### src/rtl/rah_echo_app.sv
// RAH loopback application: pops command bursts from the decoder queue and echoes them,
// optionally followed by an XOR checksum, or discards them with an error word on a bad opcode.
module rah_echo_app #(
    parameter int RAH_PACKET_WIDTH = 48
) (
    input  logic                        clk,
    input  logic                        rst,
    input  logic [RAH_PACKET_WIDTH-1:0] in_data,
    input  logic                        q_empty,
    output logic                        request_data,
    input  logic                        wr_full,
    output logic                        w_en,
    output logic [RAH_PACKET_WIDTH-1:0] out_data,
    output logic [15:0]                 pkt_count,
    output logic [7:0]                  err_count
);

    localparam logic [7:0] OP_ECHO      = 8'h01;
    localparam logic [7:0] OP_ECHO_CSUM = 8'h02;

    typedef enum logic [2:0] {
        IDLE    = 3'd0,
        HDR     = 3'd1,
        PAYLOAD = 3'd2,
        DISCARD = 3'd3,
        CSUM    = 3'd4,
        DONE    = 3'd5
    } state_t;

    state_t state, state_nxt;

    logic                        rd_valid;
    logic [15:0]                 req_left;
    logic [15:0]                 rcv_left;
    logic                        csum_mode;
    logic [RAH_PACKET_WIDTH-1:0] csum;

    logic [7:0]  hdr_op;
    logic [15:0] hdr_n;
    logic        hdr_known;
    logic        can_pop;

    function automatic logic [7:0] sat_inc8(input logic [7:0] v);
        return (v == 8'hFF) ? v : v + 8'd1;
    endfunction

    assign hdr_op    = in_data[47:40];
    assign hdr_n     = in_data[15:0];
    assign hdr_known = (hdr_op == OP_ECHO) || (hdr_op == OP_ECHO_CSUM);
    assign can_pop   = !rst && !q_empty && !wr_full;

    always_ff @(posedge clk) begin
        if (rst) begin
            state <= IDLE;
        end else begin
            state <= state_nxt;
        end
    end

    always_comb begin
        state_nxt = state;
        case (state)
            IDLE: begin
                if (request_data) state_nxt = HDR;
            end
            HDR: begin
                if (rd_valid) begin
                    if (hdr_n != 16'd0)
                        state_nxt = hdr_known ? PAYLOAD : DISCARD;
                    else if (hdr_op == OP_ECHO_CSUM)
                        state_nxt = CSUM;
                    else
                        state_nxt = DONE;
                end
            end
            PAYLOAD: begin
                if (rd_valid && rcv_left == 16'd1)
                    state_nxt = csum_mode ? CSUM : DONE;
            end
            DISCARD: begin
                if (rd_valid && rcv_left == 16'd1) state_nxt = DONE;
            end
            CSUM: begin
                if (!wr_full) state_nxt = DONE;
            end
            DONE:    state_nxt = IDLE;
            default: state_nxt = IDLE;
        endcase
    end

    // The first payload pop overlaps the header decode so a burst streams without a bubble.
    always_comb begin
        request_data = 1'b0;
        case (state)
            IDLE:             request_data = can_pop;
            HDR:              request_data = can_pop && rd_valid && (hdr_n != 16'd0);
            PAYLOAD, DISCARD: request_data = can_pop && (req_left != 16'd0);
            default:          request_data = 1'b0;
        endcase
    end

    always_ff @(posedge clk) begin
        if (rst) begin
            rd_valid  <= 1'b0;
            w_en      <= 1'b0;
            out_data  <= '0;
            pkt_count <= 16'd0;
            err_count <= 8'd0;
            req_left  <= 16'd0;
            rcv_left  <= 16'd0;
            csum_mode <= 1'b0;
            csum      <= '0;
        end else begin
            rd_valid <= request_data;
            w_en     <= 1'b0;
            case (state)
                HDR: begin
                    if (rd_valid) begin
                        rcv_left  <= hdr_n;
                        req_left  <= hdr_n - {15'd0, request_data};
                        csum_mode <= (hdr_op == OP_ECHO_CSUM);
                        csum      <= '0;
                        w_en      <= 1'b1;
                        if (hdr_known) begin
                            out_data <= in_data;
                        end else begin
                            out_data  <= {8'hEE, 8'h00, hdr_op, 8'h00, hdr_n};
                            err_count <= sat_inc8(err_count);
                        end
                    end
                end
                PAYLOAD: begin
                    if (request_data) req_left <= req_left - 16'd1;
                    if (rd_valid) begin
                        out_data <= in_data;
                        w_en     <= 1'b1;
                        csum     <= csum ^ in_data;
                        rcv_left <= rcv_left - 16'd1;
                    end
                end
                DISCARD: begin
                    if (request_data) req_left <= req_left - 16'd1;
                    if (rd_valid)     rcv_left <= rcv_left - 16'd1;
                end
                CSUM: begin
                    if (!wr_full) begin
                        out_data <= csum;
                        w_en     <= 1'b1;
                    end
                end
                DONE: begin
                    pkt_count <= pkt_count + 16'd1;
                end
                default: begin
                end
            endcase
        end
    end

endmodule

### config.mk
export PLATFORM = sky130hd
export DESIGN_NAME = rah_echo_app
export DESIGN_NICKNAME = d
export VERILOG_FILES = /design/src/rtl/rah_echo_app.sv
export SDC_FILE = /design/constraint.sdc
export NUM_CORES = 1
export LEC_CHECK = 0
export BUFFER_PORTS_ARGS = -buffer_cell sky130_fd_sc_hd__buf_2
export CORE_MARGIN = 2
export CORE_UTILIZATION = 55
export CTS_CLUSTER_DIAMETER = 60
export DETAILED_ROUTE_END_ITERATION = 12
export GPL_TIMING_DRIVEN = 0
export PLACE_DENSITY = 0.79
export SETUP_SLACK_MARGIN = 0.1
export SKIP_LAST_GASP = 1
export SLEW_MARGIN = 20
export SYNTH_ARGS = -nofsm -noshare
export SYNTH_HDL_FRONTEND = slang
export SYNTH_SLANG_ARGS = --single-unit
### constraint.sdc
create_clock -name clk -period 4.4 [get_ports clk]
set_input_delay 0.88 -clock clk [delete_from_list [all_inputs] [get_ports clk]]
set_output_delay 0.88 -clock clk [all_outputs]
set_load 0.1 [all_outputs]
* After elaboration in Yosys (flattened, before gate mapping)
Index checks and enable logic that the tools add are counted.
** Cells by class
- Add/subtract/negate cells :: 5
- Equality and inequality tests :: 17
- Mux-type cells :: 28
- Bitwise operators :: 3
- Reductions and logical operators :: 25
** Operators with widths (count)
- $mux 48 :: 6
- $pmux 48 s3 :: 1
- $pmux 48 s2 :: 1
- $mux 16 :: 4
- $pmux 16 s2 :: 2
- $xor 48x48->48 :: 1
- $reduce_bool 16->1 :: 2
- $sub 16x1->16 const B :: 2
- $mux 3 :: 6
- $add 16x1->16 const B :: 1
- $eq 16x1->1 const B :: 1
- $sub 16x1->16 :: 1
- $pmux 3 s5 :: 1
- $ne 2x2->1 const B :: 6
- $reduce_and 3->1 :: 3
- $add 8x1->8 const B :: 1
- $eq 8x1->1 const B :: 1
- $eq 8x2->1 const B :: 1
- $eq 8x8->1 const B :: 1
- $reduce_and 4->1 :: 2
- $eq 3x2->1 const B :: 2
- $eq 3x3->1 const B :: 2
- $logic_and 1x1->1 :: 6
- $mux 1 :: 5
- 13 further kinds :: 19
** Storage, ports and cells
- Bits in registers :: 158
- Input bits :: 52
- Output and inout port bits :: 74
- Word-level logic and storage cells :: 88

* Depth between registers and ports, before layout
- Word-level depth :: 9
- Depth in mapped cells :: 14
- Mapped depth without buffers :: 12

* Worst setup path after synthesis
OpenSTA, ideal clock, no wires.
- Path kind :: input -> register
- Start point :: input port in_data[4]
- End point :: register req_left[9]
- Arrival time :: 5.698 ns
- Data required time :: 4.297 ns
- Path slack :: -1.401 ns
- Stages :: 12
- Buffers on the path :: 1
- Cells stage by stage :: clkbuf_1 nor4_2 and2_1 nand3_1 a21oi_1 nor3b_1 ha_1 nor4b_4 nand2_2 or4_1 xor2_1 a2111oi_2
** On the way
- Cells in the longest elaborated chain, start to end :: 6
- Elaborated cells on any way between the ends :: 8
- Those cells by class :: 1 x add/sub; 1 x eq/ne; 3 x mux; 3 x reduce/logical
** Ends and longest elaborated chain
- start: declaration :: RTL line 8 : input logic [RAH_PACKET_WIDTH-1:0] in_data,
- $reduce_bool 16->1 * :: RTL line 96 : HDR: request_data = can_pop && rd_valid && (hdr_n != 16'd0);
- $logic_and 1x1->1 * :: RTL line 96
- $pmux 1 s3 * :: RTL line 94 : case (state)
- named net request_data :: RTL line 10 : output logic request_data,
- $sub 16x1->16 :: RTL line 120 : req_left <= hdr_n - {15'd0, request_data};
- $mux 16 :: RTL line 118 : if (rd_valid) begin
- $pmux 16 s2 :: RTL line 116 : case (state)
- end signal: assignment :: RTL line 120
- end signal: assignment :: RTL line 133 : if (request_data) req_left <= req_left - 16'd1;
- end signal: assignment :: RTL line 142 : if (request_data) req_left <= req_left - 16'd1;
- end: declaration :: RTL line 33 : logic [15:0] req_left;
Mark *: on every way through the listed nets, which the timed path passes. The rest lies on a longest branch. The select of a mux whose other input is x is not followed.
A chain may end at the register's enable or synchronous reset.

* Worst setup path after layout
- Start point :: input port in_data[4]
- End point :: register req_left[14]
** On the way
- Cells in the longest elaborated chain, start to end :: 6
- Elaborated cells on any way between the ends :: 8
- Those cells by class :: 1 x add/sub; 1 x eq/ne; 3 x mux; 3 x reduce/logical
** Ends and longest elaborated chain (RTL line)
- $reduce_bool 16->1 :: 96
- $logic_and 1x1->1 :: 96
- $pmux 1 s3 :: 94
- $sub 16x1->16 :: 120
- $mux 16 :: 118
- $pmux 16 s2 :: 116
Parallel ways exist; a longest one is shown, timed or not. The select of a mux whose other input is x is not followed.

==> flow_metrics.tcl <==
set metrics [dict create \
    critPathMostFrequentCell "ha_1" \
    h-tree-depth 4 \
    synth_nets 1049 \
    arrival_ns 4.10 \
    grt_pass1_wl_microns 38090 \
    ios 126 \
    viasPerCell 6.042 \
    clock_latency_ns 0.44 \
    dr.pass1.iters 6 \
    synth_top_area_cell "dfxtp_1" \
    r2r_end "req_left[14]" \
    fillCellCount 1208 \
    core_sq_um 14040 \
    syn_area_per_cell_sq_um 8.059 \
    finalSetupTns_ns 0 \
    vdd_drop_max_v 0.0002800 \
    start_util_pct 56.76 \
    p_comb_share_pct 10.6 \
    nets 1187 \
    tightest_slew_ns 0.7542 \
    yosysTopAreaCellShare_pct 39.69 \
    wl_per_cell_microns 17.64 \
    cts_buffer_depth 2 \
    fp.dieW_microns 124.4 \
    ys_async_sr_fraction_pct 0 \
    drv_slew 0 \
    pwr_density_cell_nw_per_um2 345.3 \
    route.detailed.drc 0 \
    cts.sinks 158 \
    critPathKind "primary input to flip-flop" \
    min_period_ns 3.759 \
    synth-seq-cells 158 \
    mappedNetlistArea_sq_um 7970 \
    fmax_mhz 266.0 \
    p_leak_nw 3.616 \
    synth_most_common_cell "nor2_1" \
    p_int_mw 2.365 \
    cts-resized-gates 0 \
    slew_headroom_pct 49.61 \
    drive_above_1_share_pct 16.93 \
    p_sw_share_pct 26.86 \
    root_buffer "clkbuf_16" \
    drtIter0Drc 887 \
    fin_crit_sh_pct 85.43 \
    p_sw_mw 0.8687 \
    ant_nets 0 \
    numCtsBuffers 17 \
    hold_violations 0 \
    cts.clk_slew.worst_paths_ns 0.06 \
    ys_top_cells_by_count "nor2_1, dfxtp_1, nand2_1" \
    antenna_found_initial 0 \
    path_cells "clkbuf_1 -> nor4_2 -> and2_1 -> nand3_1 -> a21oi_1 -> nor3b_4 -> ha_1 -> ha_1 -> nor3b_1 -> nand4_1 -> xnor2_1 -> o21ai_0 -> a2111oi_2" \
    critPathBufInv 1 \
    place.gp.congestion 0.9336 \
    synth-edff-count 0 \
    hold_buffers 0 \
    hold_path_end "req_left[13]" \
    die_area_sq_um 15470 \
    syn_to_final_growth_pct 17.50 \
    ys_types 74 \
    diodes 0 \
    reg2regPathDepth 12 \
    cap_violations 0 \
    setup_violations 0 \
    reg2reg_from "state[1]" \
    hold_depth 2 \
    rsz0062_at_grt "false" \
    rrSetupSlack_ns 0.86 \
    grt_max_degree 17 \
    yosysWarnings 0 \
    fin_worst_skew_ns 0.008654 \
    min_path_type "flip-flop to flip-flop" \
    cp_max_fo 8 \
    cp_top_family "simple AND/OR/NAND/NOR gates" \
    grt_pass1_vias 7523 \
    fin_util_pct 66.69 \
    vias 7976 \
    seqPwrFrac_pct 45.3 \
    grtUsageTotal_pct 30.03 \
    worstPathRequired_ns 4.74 \
    io_buffers 119 \
    min_from "req_left[13]" \
    worst_setup_path_start_kind "primary input" \
    grt_overflow_total 0 \
    slowest_stage "clkbuf_1" \
    syn_inst 989 \
    cts_setup_buffers 0 \
    critPathMaxStageDelay_ns 0.41 \
    endpoint_kind "flip-flop" \
    dpl.hpwl_microns 16490 \
    synth-seq-area-share_pct 39.69 \
    outcome "finished clean" \
    pwr-share-clk_pct 44.1 \
    synth_top_flop_cell "dfxtp_1" \
    wirelength_microns 23290 \
    cts_tree "yes" \
    ys_top_cells_by_area "dfxtp_1, nor2_1, xor2_1" \
    die_h_microns 124.4 \
    num_rows 43 \
]
## cells by family (layout without fill, tap and decap cells)
kind of cell    count (synthesis)  count (layout)  synth area share, %
simple gates                  440             440                25.62
compound gates                207             207                19.04
flops                         158             158                39.69
buf+inv                        90             241                4.898
xor+xnor                       83              83                9.121
fa+ha+maj                       8               8                1.256
mux                             3               3               0.3768
## area by class of cell
type,instances,area (sq um),area share [%]
inverters,14,52.55,0.5611
plain buffers,76,337.8,3.607
flip-flops and latches,158,3163,33.77
multi-input cells,741,4428,47.28
clock inverters,9,85.08,0.9085
well taps,180,225.2,2.405
clock buffers,23,478.0,5.104
repair buffers,119,595.6,6.359
## per-stage QoR
stage | total power [mW] | instances | setup WS [ns] | hold slack, ns | instance area, sq um
global placement | 1.829 | 1288 | 0.3876 | 0.4499 | 8802
finish | 3.234 | 1320 | 0.6411 | 0.4651 | 9365
global route | 3.317 | 1320 | 0.5260 | 0.4859 | 9365
detailed placement | 1.831 | 1288 | 0.3457 | 0.4607 | 8802
CTS | 3.226 | 1320 | 0.7354 | 0.4697 | 9365
floorplan | 1.727 | 989 | 0.1292 | 0.4386 | 7981
## tightest hold or removal path, stage by stage, from the launching register on
cell and delay, ns:
dfxtp_1 0.31, nand2_1 0.05, o32ai_1 0.06
## placed cells by master (no fill, tap or decap), types with 5 or more instances in the layout
master / netlist / routed
nor2_1: 160 / 160
dfxtp_1: 158 / 158
buf_2: 18 / 137
nand2_1: 137 / 137
xor2_1: 62 / 62
clkbuf_1: 44 / 47
a21oi_1: 47 / 47
nor3_1: 33 / 33
nand3_1: 30 / 30
o21ai_0: 27 / 27
a221oi_1: 24 / 24
a311oi_1: 22 / 22
xnor2_1: 21 / 21
a211oi_1: 17 / 17
clkbuf_16: 0 / 17
inv_1: 14 / 14
nand4_1: 12 / 12
nor4_1: 10 / 10
nand2b_1: 9 / 9
o32ai_1: 9 / 9
buf_1: 8 / 8
a22o_1: 8 / 8
ha_1: 8 / 8
o22ai_1: 7 / 7
a222oi_1: 6 / 6
and3_1: 5 / 5
nor3b_1: 6 / 5
## how the worst max path moves through the flow
| stage | from | endpoint | slack, ns | cells after the start |
|---|---|---|---|---|
| 5_1_grt | in_data[4] | req_left[9] | 0.53 | 12 |
| 2_1_floorplan | in_data[4] | req_left[9] | 0.13 | 12 |
| 4_1_cts | in_data[4] | req_left[14] | 0.74 | 13 |
| 6_report | in_data[4] | req_left[14] | 0.64 | 13 |
| 3_5_place_dp | in_data[4] | req_left[14] | 0.35 | 13 |
| 3_3_place_gp | in_data[4] | req_left[14] | 0.39 | 13 |
## sequential cells by signal, summed over array words and instances, names as in the netlist
register   cells
csum          48
out_data      48
pkt_count     16
rcv_left      16
req_left      16
err_count      8
state          3
csum_mode      1
rd_valid       1
w_en           1
## metal layers
metal  part of all wire (%)  global-route usage [%]
met1                     43                   40.54
met2                     44                   45.64
met3                    9.1                   7.732
met4                    3.6                   12.62
met5                      0                       0
## power by group through the flow
stage / Combinational [mW] / Sequential [mW] / Clock [mW]
floorplan: 0.163 / 1.56 / 0
global placement: 0.334 / 1.50 / 0
detailed placement: 0.336 / 1.50 / 0
CTS: 0.338 / 1.46 / 1.42
global route: 0.369 / 1.47 / 1.48
finish: 0.344 / 1.46 / 1.43
(Power assumes the default switching activity.)
